`src/rtl/seq_detect_sched.sv`:
```
// Round-robin scheduler that time-shares one overlapping "1011" detector among
// NREQ requesters; each granted frame is shifted MSB-first and its match count returned.
module seq_detect_sched #(
    parameter int NREQ    = 4,
    parameter int FRAME_W = 8,
    parameter int CNT_W   = 4
) (
    input  logic                      clk,
    input  logic                      reset,
    input  logic [NREQ-1:0]           req_valid,
    input  logic [NREQ*FRAME_W-1:0]   req_data,
    output logic [NREQ-1:0]           req_ready,
    output logic                      rsp_valid,
    output logic [$clog2(NREQ)-1:0]   rsp_id,
    output logic [CNT_W-1:0]          rsp_count,
    input  logic                      rsp_ready,
    output logic                      busy
);

    localparam int ID_W = $clog2(NREQ);
    localparam int BC_W = $clog2(FRAME_W);

    // Handshakes: a transfer happens on a rising edge where valid && ready are both high.
    // req_ready is a combinational one-hot grant, only ever raised in IDLE.
    typedef enum logic [1:0] {ST_IDLE, ST_SHIFT, ST_REPORT} state_t;
    typedef enum logic [1:0] {D_S0, D_S1, D_S10, D_S101} det_t;

    state_t             state_q, state_d;
    det_t               det_q, det_d;
    logic [ID_W-1:0]    rr_ptr_q, rr_ptr_d;
    logic [ID_W-1:0]    gnt_q, gnt_d;
    logic [FRAME_W-1:0] shreg_q, shreg_d;
    logic [BC_W-1:0]    bit_cnt_q, bit_cnt_d;
    logic [CNT_W-1:0]   count_q, count_d;
    logic [ID_W-1:0]    rsp_id_q, rsp_id_d;
    logic [CNT_W-1:0]   rsp_count_q, rsp_count_d;

    logic               arb_found;
    logic [ID_W-1:0]    arb_gnt;
    logic [ID_W:0]      cand;
    logic               bit_in;
    logic               match;
    det_t               det_nx;

    // Round-robin search starting at rr_ptr, wrapping modulo NREQ.
    always_comb begin
        arb_found = 1'b0;
        arb_gnt   = '0;
        cand      = '0;
        for (int k = 0; k < NREQ; k++) begin
            cand = {1'b0, rr_ptr_q} + (ID_W+1)'(k);
            if (cand >= (ID_W+1)'(NREQ)) begin
                cand = cand - (ID_W+1)'(NREQ);
            end
            if (!arb_found && req_valid[cand[ID_W-1:0]]) begin
                arb_found = 1'b1;
                arb_gnt   = cand[ID_W-1:0];
            end
        end
    end

    always_comb begin
        bit_in = shreg_q[FRAME_W-1];
        match  = 1'b0;
        det_nx = D_S0;
        case (det_q)
            D_S0:    det_nx = bit_in ? D_S1 : D_S0;
            D_S1:    det_nx = bit_in ? D_S1 : D_S10;
            D_S10:   det_nx = bit_in ? D_S101 : D_S0;
            D_S101: begin
                match  = bit_in;
                det_nx = bit_in ? D_S1 : D_S10;
            end
            default: det_nx = D_S0;
        endcase
    end

    always_comb begin
        state_d     = state_q;
        det_d       = det_q;
        rr_ptr_d    = rr_ptr_q;
        gnt_d       = gnt_q;
        shreg_d     = shreg_q;
        bit_cnt_d   = bit_cnt_q;
        count_d     = count_q;
        rsp_id_d    = rsp_id_q;
        rsp_count_d = rsp_count_q;
        req_ready   = '0;
        case (state_q)
            ST_IDLE: begin
                if (arb_found && !reset) begin
                    req_ready = NREQ'(1) << arb_gnt;
                    shreg_d   = req_data[int'(arb_gnt)*FRAME_W +: FRAME_W];
                    gnt_d     = arb_gnt;
                    count_d   = '0;
                    det_d     = D_S0;
                    bit_cnt_d = '0;
                    state_d   = ST_SHIFT;
                end
            end
            ST_SHIFT: begin
                det_d     = det_nx;
                shreg_d   = {shreg_q[FRAME_W-2:0], 1'b0};
                bit_cnt_d = bit_cnt_q + BC_W'(1);
                if (match && (count_q != '1)) begin
                    count_d = count_q + CNT_W'(1);
                end
                // The count including the final bit is captured straight into the response.
                if (bit_cnt_q == BC_W'(FRAME_W-1)) begin
                    bit_cnt_d   = '0;
                    rsp_id_d    = gnt_q;
                    rsp_count_d = count_d;
                    state_d     = ST_REPORT;
                end
            end
            ST_REPORT: begin
                if (rsp_ready) begin
                    rr_ptr_d = (gnt_q == ID_W'(NREQ-1)) ? '0 : gnt_q + ID_W'(1);
                    state_d  = ST_IDLE;
                end
            end
            default: state_d = ST_IDLE;
        endcase
    end

    always_ff @(posedge clk) begin
        if (reset) begin
            state_q     <= ST_IDLE;
            det_q       <= D_S0;
            rr_ptr_q    <= '0;
            gnt_q       <= '0;
            shreg_q     <= '0;
            bit_cnt_q   <= '0;
            count_q     <= '0;
            rsp_id_q    <= '0;
            rsp_count_q <= '0;
        end else begin
            state_q     <= state_d;
            det_q       <= det_d;
            rr_ptr_q    <= rr_ptr_d;
            gnt_q       <= gnt_d;
            shreg_q     <= shreg_d;
            bit_cnt_q   <= bit_cnt_d;
            count_q     <= count_d;
            rsp_id_q    <= rsp_id_d;
            rsp_count_q <= rsp_count_d;
        end
    end

    assign rsp_valid = (state_q == ST_REPORT);
    assign busy      = (state_q != ST_IDLE);
    assign rsp_id    = rsp_id_q;
    assign rsp_count = rsp_count_q;

endmodule
```
`config.mk`:
```
export PLATFORM = sky130hd
export DESIGN_NAME = seq_detect_sched
export DESIGN_NICKNAME = d
export VERILOG_FILES = /design/src/rtl/seq_detect_sched.sv
export SDC_FILE = /design/constraint.sdc
export NUM_CORES = 1
export LEC_CHECK = 0
export CELL_PAD_IN_SITES_DETAIL_PLACEMENT = 0
export CELL_PAD_IN_SITES_GLOBAL_PLACEMENT = 1
export CORE_MARGIN = 3
export CORE_UTILIZATION = 31
export DETAILED_ROUTE_END_ITERATION = 10
export PLACE_DENSITY_LB_ADDON = 0.1
export SYNTH_ARGS = -nofsm -noshare
export SYNTH_HDL_FRONTEND = slang
export SYNTH_SLANG_ARGS = --single-unit
```
`constraint.sdc`:
```
create_clock -name clk -period 1.67 [get_ports clk]
set_clock_uncertainty 0.1 [all_clocks]
set_input_delay 0.334 -clock clk [delete_from_list [all_inputs] [get_ports clk]]
set_output_delay 0.334 -clock clk [all_outputs]
set_load 0.1 [all_outputs]
```
### After elaboration in Yosys (flattened, before gate mapping)

Cells that the tools add are included.

| operators by class | value |
|---|---|
| $add $sub $neg | 10 |
| $lt $le $gt $ge | 8 |
| equality and inequality tests | 11 |
| shift-type cells | 2 |
| muxes and demuxes | 42 |
| reduce and logical (&&, ||, !) cells | 19 |

Operator list:

| cell | count |
|---|---|
| variable part select 32 x 6 -> 8 bit | 1 |
| two-way mux 2 bit | 15 |
| two-way mux 4 bit | 4 |
| one-hot mux 8 bit (2 select lines) | 1 |
| less-than comparator 2 x 3 -> 1 bit, second input constant | 4 |
| one-hot mux 2 bit (3 select lines) | 2 |
| two-way mux 1 bit | 10 |
| greater-or-equal comparator 3 bit, second input constant | 3 |
| binary-select mux 1 bit (select 2 bit) | 4 |
| equality test 2 bit, second input constant | 4 |
| two-way mux 8 bit | 1 |
| one-hot mux 4 bit (2 select lines) | 1 |
| AND reduction 2 bit | 4 |
| subtractor 2 x 1 -> 2 bit, second input constant | 4 |
| adder 2 x 2 -> 3 bit, second input constant | 2 |
| two-way mux 3 bit | 2 |
| one-hot mux 3 bit (2 select lines) | 1 |
| logical AND 1 bit | 5 |
| adder 4 x 1 -> 4 bit, second input constant | 1 |
| equality test 2 x 1 -> 1 bit, second input constant | 2 |
| zero test 1 bit | 4 |
| zero test 2 bit | 2 |
| inequality test 2 bit, second input constant | 2 |
| inequality test 4 bit, second input constant | 1 |
| other kinds (11) | 12 |

| storage, ports and cells | value |
|---|---|
| flip-flop bits (word level) | 29 |
| input bits | 39 |
| output and inout bits | 12 |
| word-level logic and storage cells | 101 |

### Depth between registers and ports, before layout

| logic depth | value |
|---|---|
| word-level depth | 17 |
| depth in mapped cells | 6 |
| gate-level depth less buffers | 6 |

### Worst setup path before layout

No wires, ideal clock.

| timing path | value |
|---|---|
| path type | flip-flop to output port |
| start point | register rr_ptr_q[1] |
| end point | output port req_ready[2] |
| arrival | 2.471 ns |
| required time | 1.236 ns |
| setup slack | -1.235 ns |
| stages on the path, launching flop included | 5 |
| path buffers | 1 |
| path through | dfxtp_1 or3b_1 o221ai_4 buf_12 nor2b_1 |

| on the way | value |
|---|---|
| longest elaborated chain between the ends | 17 |
| elaborated cells on any way between the ends | 41 |
| those cells by class | 7 x add/sub; 4 x order compare; 1 x shift; 22 x mux; 7 x reduce/logical |

RTL lines:

| what | line | source |
|---|---|---|
| start: declaration | 30 | `logic [ID_W-1:0] rr_ptr_q, rr_ptr_d;` |
| start signal: assignment | 140 | `rr_ptr_q <= rr_ptr_d;` |
| branches (longest 15 deep; another with adder 2 x 1 -> 3 bit) | -- |  |
| two-way mux 4 bit * | 91 | `if (arb_found && !reset) begin` |
| two-way mux 4 bit * | 89 | `case (state_q)` |
| end: declaration | 12 | `output logic [NREQ-1:0] req_ready,` |

Mark *: on every way between the ends. The select of a mux whose other input is x is not followed.

### Final worst setup path

| timing path | value |
|---|---|
| start point | input port req_valid[1] |
| end point | output port req_ready[2] |

| on the way | value |
|---|---|
| longest elaborated chain between the ends | 15 |
| elaborated cells on any way between the ends | 26 |
| those cells by class | 1 x shift; 18 x mux; 7 x reduce/logical |

RTL lines:

| what | line | source |
|---|---|---|
| start: declaration | 10 | `input logic [NREQ-1:0] req_valid,` |
| binary-select mux 1 bit (select 2 bit) | 55 | `if (!arb_found && req_valid[cand[ID_W-1:0]]) begin` |
| two-way mux 1 bit (not written as such) | 55 |  |
| two-way mux 1 bit | 55 |  |
| zero test 1 bit | 55 |  |
| logical AND 1 bit | 55 |  |
| two-way mux 1 bit | 55 |  |
| zero test 1 bit | 55 |  |
| logical AND 1 bit | 55 |  |
| two-way mux 1 bit | 55 |  |
| zero test 1 bit | 55 |  |
| logical AND 1 bit | 55 |  |
| two-way mux 2 bit / two-way mux 1 bit (equally long branches) | 55 |  |
| left shift 1 x 2 -> 4 bit / logical AND 1 bit (equally long branches) | 92, 91 |  |
| two-way mux 4 bit * | 91 |  |
| two-way mux 4 bit * | 89 |  |

Every way passes the cells marked *; elsewhere a longest branch is shown, timed or not. The select of a mux whose other input is x is not followed.

==> results.yml <==
synth:
  syn-num-nets: 251
  synthMuxAreaShare_pct: 11.35
  yosys_warnings: 0
  synthCells: 208
  synth_seq_cells: 29
  syn-cell-area_mm2: 0.001709
  yosys-top-cells-area: "dfxtp_1 34%, mux2i_1 9.4%, nor2_1 7.0%, a21oi_1 5.3%, nand2_1 4.8%"
  ys.flop_type: "dfxtp_1"
  synth_most_common_cell: "nor2_1"
  ys_types: 44
  ys_top_cells_by_count: "32 x nor2_1, 29 x dfxtp_1, 22 x nand2_1, 18 x a21oi_1, 16 x mux2i_1"
  synth_top_family_by_area: "simple AND/OR/NAND/NOR gates"
  synth_compound_area_share_pct: 21.82
  synth_edf_count: 0
  synth_xor_area_share_pct: 1.025
  yosys.area_share.simple_pct: 25.77
  synth.avg_cell_area_um2: 8.217
  synth-seq-area-share_pct: 33.97
  yosys.area.top_type: "dfxtp_1"
  ys_async_sr_fraction_pct: 0
  yosysTopAreaCellShare_pct: 33.97
  synth-adder-area-share_pct: 2.928
floorplan:
  fp.dieW_um: 80.25
  die_area_mm2: 0.006440
  top_level_ports: 51
  std_cell_rows: 26
  die_h_um: 80.25
  start_util_pct: 32.84
  core_mm2: 0.005205
cells_and_area:
  final_util_pct: 57.64
  area_delta_synth_final_pct: 75.55
  antenna_cells: 0
  drive_gt1_share_pct: 34.33
  finalNetCount: 342
  fin_cells: 370
timing:
  fin_crit_sh_pct: 120.8
  relSlewSlack_pct: 59.20
  fin_setup_tns_ns: -3.163
  slew_viol_final: 0
  fmax_ghz: 0.4958
  fin_ws_ns: -0.3469
  finalSetupViolations: 12
  worstMarginPinSlew_ns: 0.6073
  period_needed_ns: 2.017
  rsz0062_at_grt: "yes"
  hold_violations: 0
clock_network:
  cts_tree: "yes"
  root_buffer: "clkbuf_8"
  cts_max_path_buffers: 2
  clock_latency_ns: 0.28
  postCtsHoldBufs: 0
  cts_buffers: 5
  htree_num_levels: 2
  clk_pin_slew_worst_paths_ns: 0.06
  cts.sinks: 29
worst_setup_path:
  worst_setup_path_end_kind: "output pin"
  path_class: "in2out"
  path_max_fanout: 5
  reg2reg_depth: 8
  worstPathRequired_ns: 1.24
  cp.arrival_ns: 1.58
  cp-start-kind: "input port"
route:
  drc: 0
  vias: 1833
  ant_nets: 0
  wl_mm: 5.106
  vias_per_cell: 4.954
  wl_per_cell_um: 13.80
  first_iter_violations: 58
  first_pass_iters: 4
grt:
  grt.overflow.total: 0
  grt_pass1_wl_mm: 8.618
  antenna_found_initial: 0
  grt_use_total_pct: 17.08
  grt_max_degree: 30
  grt_pass1_vias: 1875
placed_design:
  place_congestion: 0.7315
  port_buffers: 50
  dpl.hpwl_mm: 3.715
  dpl.cell_count: 347
outcome:
  status: "finished with violations"
  violations: "setup timing"
job:
  drv_cap: 0
min_path:
  hold_depth: 2
  hold_path_class: "reg2reg"
power:
  p_per_area_mw_per_mm2: 581.2
  peakVddDrop_uv: 495.0
  total_power_mw: 1.744
  p_leak_nw: 1.199
[what timing repair did]
action	CTS	global route
buffers inserted	16	2
endpoints found under the setup margin	24	25
pin swaps	11	12
hold endpoints to repair	0	0
resized for setup	39	13
[registers in the layout, summed over array words and instances (netlist names)]
signal     flops
bit_cnt_q      3
rsp_count      4
shreg_q        8
rr_ptr_q       2
gnt_q          2
det_q          2
rsp_id         2
state_q        2
count_q        4
[final timing paths]
| path | from | endpoint | slack [ns] |
|---|---|---|---|
| setup / recovery | req_valid[1] | req_ready[2] | -0.35 |
| hold / removal | bit_cnt_q[1] | bit_cnt_q[1] | 0.37 |
| setup reg to reg | rr_ptr_q[1] | shreg_q[4] | -0.25 |
| hold reg to reg | bit_cnt_q[1] | bit_cnt_q[1] | 0.37 |
[kinds of logic (layout without fill, tap and decap cells)]
| kind of cell | after synthesis | after routing |
|---|---|---|
| AO/OA/AOI/OAI | 52 | 52 |
| buffers and inverters | 10 | 102 |
| XOR/XNOR | 2 | 2 |
| adder cells (fa/ha/maj) | 4 | 4 |
| flip-flops | 29 | 29 |
| multiplexers | 19 | 19 |
| AND/OR/NAND/NOR | 92 | 92 |
[cell type report]
cell class                      instances  area [um2]
Sequential cell                        29       590.6
Clock buffer                            6       72.57
Clock inverter                          2       10.01
Tap cell                               70       87.58
Fill cell                             484        2205
Timing Repair Buffer                   91       969.7
Inverter                                3       11.26
Multi-Input combinational cell        169        1259
[report_power, final]
part / internal, mW / switching (mW) / total [mW]
sequential: 0.715 / 0.0208 / 0.736
combinational: 0.249 / 0.195 / 0.444
clock: 0.288 / 0.276 / 0.564
[stage by stage]
step | setup slack [ns] | hold slack, ns | area, um2
after floorplan | -0.3520 | 0.3491 | 1785
after global placement | -0.7490 | 0.3608 | 2671
after detailed placement | -0.7659 | 0.3662 | 2671
after CTS | -0.3321 | 0.3753 | 2928
after global routing | -0.3963 | 0.4022 | 3000
final | -0.3469 | 0.3726 | 3000
[placed cells by master, fill, tap and decap left out, types with 3 or more instances in the layout]
cell type        count
nand3_1              6
inv_1                3
nor3_1               4
mux2i_1             14
clkdlybuf4s50_1     33
nand2_1             21
a311oi_1             6
nor2_1              28
and3_1               6
buf_6                4
a21oi_1             17
o21ai_0              9
nand2b_1             4
a211oi_1             3
clkbuf_8             5
ha_1                 4
buf_12              14
nor2_4               3
buf_4               36
dfxtp_1             25
[worst max-delay path, stage by stage]
cell	delay, ns
buf_8	0.10
or4_4	0.53
and3b_2	0.27
nand3_4	0.13
nor2b_4	0.06
buf_12	0.16
[layer usage]
layer	routed length [um]	share of wire [%]	global-route usage, %	vias up
met2	2590	51	30.05	35
met3	195	3.8	3.363	11
met5	0	0	0	-
met1	2230	44	20.91	850
li1	-	-	-	937
met4	89	1.7	4.899	0
(Power assumes the default switching activity.)
